$ cat src/rtl/complex_to_magsq_avg.sv
// complex_to_magsq_avg: I^2+Q^2 power of complex AXI-Stream samples, scaled, saturated and optionally averaged.
// Latency: 4 clk (S1 operands, S2 squares, S3 sum, output register); one window result per 2^log_avg beats.
// Backpressure: elastic per-stage valid/ready, 1 sample/clk when o_tready is held high; o_tdata/o_tlast hold while stalled.
//
// Ports: clk, reset (sync, active-high), clear (sync flush, same effect as reset),
//        log_avg (log2 window length, clamped to MAX_LOG_AVG), peak_mode (peak-hold select),
//        i_tdata {I,Q} / i_tlast / i_tvalid / i_tready (input stream),
//        o_tdata / o_tlast / o_tvalid / o_tready (output stream).
// Optional feature: define COMPLEX_TO_MAGSQ_AVG_PEAK_EN to build the peak-hold path (peak_mode);
// when it is undefined, peak_mode is ignored and no peak logic exists.
module complex_to_magsq_avg #(
    parameter int WIDTH       = 16,
    parameter int OUT_WIDTH   = 32,
    parameter int DROP_LSB    = 0,
    parameter int MAX_LOG_AVG = 8
) (
    input  logic                               clk,
    input  logic                               reset,
    input  logic                               clear,
    input  logic [$clog2(MAX_LOG_AVG+1)-1:0]   log_avg,
    input  logic                               peak_mode,
    input  logic [2*WIDTH-1:0]                 i_tdata,
    input  logic                               i_tlast,
    input  logic                               i_tvalid,
    output logic                               i_tready,
    output logic [OUT_WIDTH-1:0]               o_tdata,
    output logic                               o_tlast,
    output logic                               o_tvalid,
    input  logic                               o_tready
);

    localparam int LW    = $clog2(MAX_LOG_AVG+1);
    localparam int MW    = 2*WIDTH;
    localparam int ACC_W = MW + MAX_LOG_AVG;
    localparam int CNT_W = (MAX_LOG_AVG > 0) ? MAX_LOG_AVG : 1;
    localparam int EXT_W = ((ACC_W > OUT_WIDTH) ? ACC_W : OUT_WIDTH) + 1;
    localparam logic [EXT_W-1:0] MAX_OUT = EXT_W'({OUT_WIDTH{1'b1}});

    // Pipeline state
    logic                    s1_vld_q, s1_last_q;
    logic signed [WIDTH-1:0] s1_i_q, s1_q_q;
    logic                    s2_vld_q, s2_last_q;
    logic [MW-1:0]           s2_ii_q, s2_qq_q;
    logic                    s3_vld_q, s3_last_q;
    logic [MW-1:0]           s3_msq_q;

    // Window state
    logic [ACC_W-1:0]        acc_q;
    logic [CNT_W-1:0]        cnt_q;
    logic [LW-1:0]           lavg_q;

    // Output register
    logic [OUT_WIDTH-1:0]    out_dat_q;
    logic                    out_last_q, out_vld_q;

    logic                    out_rdy, s3_rdy, s3_take, s3_adv, s2_adv, s1_adv;
    logic                    win_open, win_close;
    logic [LW-1:0]           log_clamp, eff_l;
    logic [CNT_W-1:0]        win_end;
    logic [ACC_W-1:0]        msq_ext, acc_nxt, shifted;
    logic [EXT_W-1:0]        ext;
    logic [OUT_WIDTH-1:0]    out_sat;
    logic signed [MW-1:0]    i_ext, q_ext;
    int unsigned             shamt;

`ifdef COMPLEX_TO_MAGSQ_AVG_PEAK_EN
    logic                    peak_q, peak_eff;
`else
    logic                    unused_peak_mode;
    assign unused_peak_mode = peak_mode;
`endif

    assign out_rdy  = !out_vld_q || o_tready;
    assign win_open = (cnt_q == '0);

    // Window parameters are frozen at the first beat of a window; later beats use the latched copy.
    assign log_clamp = (log_avg > LW'(MAX_LOG_AVG)) ? LW'(MAX_LOG_AVG) : log_avg;
    assign eff_l     = win_open ? log_clamp : lavg_q;
    assign win_end   = CNT_W'((32'd1 << eff_l) - 32'd1);
    // With eff_l == 0 the window end is count 0, so every beat closes its own window.
    assign win_close = (cnt_q == win_end) || s3_last_q;

    // S3 only needs the output register when its beat closes a window.
    assign s3_rdy   = !win_close || out_rdy;
    assign s3_take  = s3_vld_q && s3_rdy;
    assign s3_adv   = !s3_vld_q || s3_rdy;
    assign s2_adv   = !s2_vld_q || s3_adv;
    assign s1_adv   = !s1_vld_q || s2_adv;
    assign i_tready = s1_adv;

    // Sign-extend before squaring; the low MW bits of the MW x MW product are the exact square.
    assign i_ext = {{WIDTH{s1_i_q[WIDTH-1]}}, s1_i_q};
    assign q_ext = {{WIDTH{s1_q_q[WIDTH-1]}}, s1_q_q};

    assign msq_ext = ACC_W'(s3_msq_q);

    always_comb begin
        acc_nxt = acc_q + msq_ext;
        shamt   = 32'(eff_l) + DROP_LSB;
`ifdef COMPLEX_TO_MAGSQ_AVG_PEAK_EN
        peak_eff = win_open ? peak_mode : peak_q;
        if (peak_eff) begin
            // acc_q is zero at window open, so the max starts from the first beat.
            acc_nxt = (msq_ext > acc_q) ? msq_ext : acc_q;
            shamt   = DROP_LSB;
        end
`endif
        shifted = acc_nxt >> shamt;
        ext     = EXT_W'(shifted);
        out_sat = (ext > MAX_OUT) ? {OUT_WIDTH{1'b1}} : ext[OUT_WIDTH-1:0];
    end

    always_ff @(posedge clk) begin
        if (reset || clear) begin
            s1_vld_q   <= 1'b0;
            s1_last_q  <= 1'b0;
            s1_i_q     <= '0;
            s1_q_q     <= '0;
            s2_vld_q   <= 1'b0;
            s2_last_q  <= 1'b0;
            s2_ii_q    <= '0;
            s2_qq_q    <= '0;
            s3_vld_q   <= 1'b0;
            s3_last_q  <= 1'b0;
            s3_msq_q   <= '0;
            acc_q      <= '0;
            cnt_q      <= '0;
            lavg_q     <= '0;
            out_dat_q  <= '0;
            out_last_q <= 1'b0;
            out_vld_q  <= 1'b0;
`ifdef COMPLEX_TO_MAGSQ_AVG_PEAK_EN
            peak_q     <= 1'b0;
`endif
        end else begin
            if (s1_adv) begin
                s1_vld_q <= i_tvalid;
                if (i_tvalid) begin
                    s1_i_q    <= i_tdata[2*WIDTH-1:WIDTH];
                    s1_q_q    <= i_tdata[WIDTH-1:0];
                    s1_last_q <= i_tlast;
                end
            end
            if (s2_adv) begin
                s2_vld_q <= s1_vld_q;
                if (s1_vld_q) begin
                    s2_ii_q   <= i_ext * i_ext;
                    s2_qq_q   <= q_ext * q_ext;
                    s2_last_q <= s1_last_q;
                end
            end
            if (s3_adv) begin
                s3_vld_q <= s2_vld_q;
                if (s2_vld_q) begin
                    s3_msq_q  <= s2_ii_q + s2_qq_q;
                    s3_last_q <= s2_last_q;
                end
            end

            if (s3_take) begin
                if (win_open) begin
                    lavg_q <= log_clamp;
`ifdef COMPLEX_TO_MAGSQ_AVG_PEAK_EN
                    peak_q <= peak_mode;
`endif
                end
                if (win_close) begin
                    acc_q <= '0;
                    cnt_q <= '0;
                end else begin
                    acc_q <= acc_nxt;
                    cnt_q <= cnt_q + CNT_W'(1);
                end
            end

            if (s3_take && win_close) begin
                out_vld_q  <= 1'b1;
                out_dat_q  <= out_sat;
                out_last_q <= s3_last_q;
            end else if (o_tready) begin
                out_vld_q  <= 1'b0;
            end
        end
    end

    assign o_tdata  = out_dat_q;
    assign o_tlast  = out_last_q;
    assign o_tvalid = out_vld_q;

endmodule

$ cat config.mk
export PLATFORM = sky130hd
export DESIGN_NAME = complex_to_magsq_avg
export DESIGN_NICKNAME = d
export VERILOG_FILES = /design/src/rtl/complex_to_magsq_avg.sv
export SDC_FILE = /design/constraint.sdc
export NUM_CORES = 2
export LEC_CHECK = 0
export CAP_MARGIN = 20
export CELL_PAD_IN_SITES_DETAIL_PLACEMENT = 1
export CELL_PAD_IN_SITES_GLOBAL_PLACEMENT = 2
export CORE_MARGIN = 3
export CORE_UTILIZATION = 40
export DETAILED_ROUTE_END_ITERATION = 8
export PLACE_DENSITY_LB_ADDON = 0.1
export SYNTH_ARGS = -nofsm -noshare
export SYNTH_HDL_FRONTEND = slang
export SYNTH_SLANG_ARGS = --single-unit
export TNS_END_PERCENT = 100
$ cat constraint.sdc
create_clock -name clk -period 8.33 [get_ports clk]
set_input_delay 0.833 -clock clk [delete_from_list [all_inputs] [get_ports clk]]
set_output_delay 0.833 -clock clk [all_outputs]
set_load 0.01 [all_outputs]
# After elaboration in Yosys (flattened, before gate mapping)
# Cells that the tools add are included.
# classes
n_addsub,4
n_mul,2
order_cmp,2
eq_ne,1
shift,2
mux,7
n_reduce_logical,19
# op_table
op,count
$mul A16 B16 Y32,2
$add A40 B32 Y40,1
$gt A40 B32 Y1 const B,1
$mux W40,1
$shr A40 B4 Y40,1
$add A32 B32 Y32,1
$mux W32,1
$add A8 B1 Y8 const B,1
$eq A8 B8 Y1,1
$logic_not A8 Y1,1
$mux W4,2
$mux W8,1
$shl A1 B4 Y8 const A,1
$sub A8 B1 Y8 const B,1
$logic_or A1 B1 Y1,7
$reduce_and A2 Y1,3
$logic_not A1 Y1,5
$gt A4 B4 Y1 const B,1
$logic_and A1 B1 Y1,2
$mux W1,2
$reduce_bool A2 Y1,1
# word_totals
ff_bits,220
input_bits,43
word_cells,54

# Depth between registers and ports, before layout
# depth
depth_word,13
mapped_depth,27

# Worst setup path after synthesis
# No wires, ideal clock.
# synth_path
path_kind,reg2reg
start,register s1_i_q[15]
end,register s2_ii_q[31]
setup_time_ns,0.081
t_arrival_ns,6.742
required_time_ns,8.249
slack_ns,1.507
path_stages_with_launch,25
n_path_buf,2
cell_sequence,dfxtp_1 clkbuf_1 inv_1 buf_1 nor2_1 fa_1 inv_1 fa_1 fa_1 fa_1 fa_1 fa_1 inv_1 ha_1 a21o_1 a21oi_1 o21ai_0 and2_1 o2111a_1 nor4_1 nor3_1 o31a_1 o21a_1 or3_1 a41oi_1
# synth_between
elab_chain_cells,1
# synth_rtl
element,line_no,rtl
from (decl),41,"logic signed [WIDTH-1:0] s1_i_q, s1_q_q;"
from (signal assigned),139,s1_i_q <= i_tdata[2*WIDTH-1:WIDTH];
$mul A16 B16 Y32,147,s2_ii_q <= i_ext * i_ext;
to (signal assigned),147,
to (decl),43,"logic [MW-1:0] s2_ii_q, s2_qq_q;"
# No other way between the ends.
# A chain may end at the register's enable or synchronous reset.

# Worst setup path after layout
# layout_path
start,register s1_q_q[2]
end,register s2_qq_q[30]
# layout_between
elab_chain_cells,1
# layout_rtl
element,line_no,rtl
from (decl),41,
from (signal assigned),140,s1_q_q <= i_tdata[WIDTH-1:0];
$mul A16 B16 Y32,148,s2_qq_q <= q_ext * q_ext;
to (signal assigned),148,
to (decl),43,
# No other way between the ends.

==> impl_metrics.csv <==
group,metric,value,unit
status,status,"finished clean",
final_layout,nNetsFinal,4496,
placed_design,post-place-cells,4744,
worst_setup_path,cp_slowest_cell,"fa_1",
clock_tree,clockBufferDepth,3,
final_layout,fillers,9270,
synth,synthCells,3734,
sta,setup_tns,0,ps
worst_setup_path,critPathMaxFanout,9,
sta,max_slew_margin,0.291,
clock_tree,clk_pin_slew,60,ps
synth,yosys_register_bits,218,
global_routing,grt_max_degree,64,
detailed_routing,first_pass_iters,5,
worst_setup_path,cp_num_buf_inv,3,
synth,synth.most_common_cell,"inv_1",
floorplan,die_x,286,µm
worst_setup_path,slowest_delay,630,ps
sta,skew,22.8,ps
sta,worst_pin_slew,1060,ps
detailed_routing,drc,0,
synth,synth_common_cells,"656 x inv_1, 472 x fa_1, 421 x nand2_1, 290 x nor2_1, 256 x a21oi_1",
worst_setup_path,crit_arrival,7730,ps
floorplan,die_h,286,µm
clock_tree,insertion_delay,600,ps
final_layout,stdcell_count,4799,
clock_tree,root_buffer,"clkbuf_16",
synth,seq_area_frac_synth,0.139,
synth,syn-num-nets,4493,
placed_design,port_buffers,76,
detailed_routing,drt_iter0_markers,1167,
worst_setup_path,required,8790,ps
sta,fin_crit_sh,0.873,
worst_hold_path,min_path_type,"reg2reg",
final_layout,area_growth,9.17,%
final_layout,drive_gt1_frac,0.0458,
clock_tree,cts_resized,0,
floorplan,dieArea,81800,µm²
clock_tree,cts_buffers,30,
synth,synth_top_area_cell,"fa_1",
power_and_ir_drop,ir_worst_vdd,0.163,mV
worst_setup_path,cp_cell_sequence,"inv_1 > nor2_1 > fa_1 > fa_1 > fa_1 > fa_1 > fa_1 > inv_1 > fa_1 > inv_1 > ha_1 > a21oi_1 > o21ai_0 > a21o_1 > a21oi_1 > nor2_1 > nor4_1 > o41ai_1 > a221o_1 > a31oi_1 > xor2_1 > a21oi_1",
synth,synth_top_area_share,0.301,
placed_design,place.gp.congestion,0.887,
global_routing,antenna_found_initial,1,
clock_tree,cts_hold_buf,0,
sta,max_freq,138,MHz
detailed_routing,vias,25900,
sta,slew_viol_final,0,
synth,yosysWarningCount,0,
clock_tree,h-tree-depth,1,
floorplan,start_util,0.404,
synth,ys.flop_type,"dfxtp_1",
power_and_ir_drop,power.leakage,16.5,nW
power_and_ir_drop,power_density,81.1,nW/µm²
clock_tree,clock-sinks,218,
clock_tree,post_cts_buffers,0,
detailed_routing,antenna_left,0,
sta,period_needed,7270,ps
floorplan,io_pins,78,
worst_setup_path,path_common_cell,"fa_1",
clock_tree,cts_tree,"done",
global_routing,grt.total_usage,0.238,
sta,grt_setup_unrepaired,"false",
final_layout,diodes,0,
detailed_routing,wl_per_cell,19.9,µm
worst_setup_path,path_class,"reg2reg",
synth,synth_edf_count,0,
synth,netlist_top_cells_area,"fa_1 30%, dfxtp_1 14%, ha_1 9.7%, inv_1 7.9%, nand2_1 5.0%",
synth,synthArstFlopShare,0,
worst_setup_path,endpoint_kind,"flop",
detailed_routing,post_drt_via_cell_ratio,5.39,
synth,synth_area,31300,µm²
worst_setup_path,path_delay_family,"adder cells",
sta,hold_violations,0,
sta,setup_viol,0,
final_layout,seqCellArea,4360,µm²
floorplan,rows,102,
final_layout,multi_input_area,23900,µm²
run,cap_violations,0,
worst_setup_path,start_kind,"flop",
global_routing,gr-total-overflow,0,
detailed_routing,wirelength,95.7,mm
floorplan,core_region_area,77600,µm²
synth,synth_cell_types,94,
global_routing,grt_pass1_vias,28600,
global_routing,grt_pass1_wl,155,mm
placed_design,dp.final_hpwl,79.2,mm
synth,avgSynthCellArea,8.39,µm²
[registers in the layout, indices dropped and copies added (netlist names)]
signal / count
acc_q: 40
o_tdata: 32
s3_msq_q: 32
s2_ii_q: 31
s2_qq_q: 31
s1_i_q: 16
s1_q_q: 16
cnt_q: 8
lavg_q: 4
o_tlast: 1
o_tvalid: 1
s1_last_q: 1
s1_vld_q: 1
s2_last_q: 1
s2_vld_q: 1
s3_last_q: 1
s3_vld_q: 1
[worst register-to-register path: stages (launching register included)]
cell	delay, ps
dfxtp_1	610
inv_1	310
nor2_1	270
fa_1	630
fa_1	530
fa_1	450
fa_1	540
fa_1	550
inv_1	50
fa_1	470
inv_1	40
ha_1	340
a21oi_1	280
o21ai_0	220
a21o_1	210
a21oi_1	130
nor2_1	50
nor4_1	380
o41ai_1	240
a221o_1	380
a31oi_1	210
xor2_1	170
a21oi_1	80
[area by class of cell]
class | count | share of cell area
Clock buffer | 45 | 0.0250
Clock inverter | 9 | 0.00194
Tap cell | 1040 | 0.0380
Inverter | 660 | 0.0724
Sequential cell | 218 | 0.128
Timing Repair Buffer | 137 | 0.0363
Multi-Input combinational cell | 2690 | 0.699
[logic make-up (layout without fill, tap and decap cells)]
| kind of cell | after synthesis | after routing | synth area share |
|---|---|---|---|
| AOI/OAI and AO/OA | 743 | 743 | 0.156 |
| xor gates and xnor gates | 143 | 143 | 0.0400 |
| adders and majority gates | 716 | 716 | 0.399 |
| buffers and inverters | 826 | 851 | 0.100 |
| DFF | 218 | 218 | 0.139 |
| muxes | 46 | 46 | 0.0160 |
| and+or+nand+nor | 1042 | 1042 | 0.150 |
[report_power, final]
part	internal [W]	switching (W)
sequential	0.00105	0.0000209
combinational	0.000172	0.000294
clock	0.000706	0.000531
total	0.00193	0.000846
[final timing paths]
check | depth (start not counted) | startpoint | slack, ps | end
setup / recovery | 22 | s1_q_q[2] | 1060 | s2_qq_q[30]
hold / removal | 2 | o_tdata[3] | 450 | o_tdata[3]
setup reg to reg | 22 | s1_q_q[2] | 1060 | s2_qq_q[30]
hold reg to reg | 2 | o_tdata[3] | 450 | o_tdata[3]
[per-layer routing]
layer  GRT usage  share of wire  vias to the layer above
met4      0.0530          0.023                        0
met3      0.0201          0.030                      106
li1            -              -                    12200
met2       0.434           0.51                      347
met5           0              0                        -
met1       0.305           0.44                    13300
[layout by cell type, fill, tap and decap left out, types with 76 or more instances in the layout]
master and count:
inv_1 656, fa_1 472, nand2_1 421, nor2_1 288, a21oi_1 256, ha_1 244, dfxtp_1 218, o21ai_0 92
xnor2_1 90, and2_1 86, clkdlybuf4s50_1 76
[through the flow]
stage               utilization  power [W]  cell area (µm²)  hold slack (ps)  setup slack (ps)
floorplan                     -    0.00140            31300              432              1510
global placement          0.429    0.00155            33300              441              1180
detailed placement        0.429    0.00156            33300              450              1040
CTS                       0.441    0.00283            34200              458              1010
global route              0.441    0.00292            34200              483               515
finish                    0.441    0.00278            34200              453              1060
No activity file was read; power rests on OpenSTA's default activity.
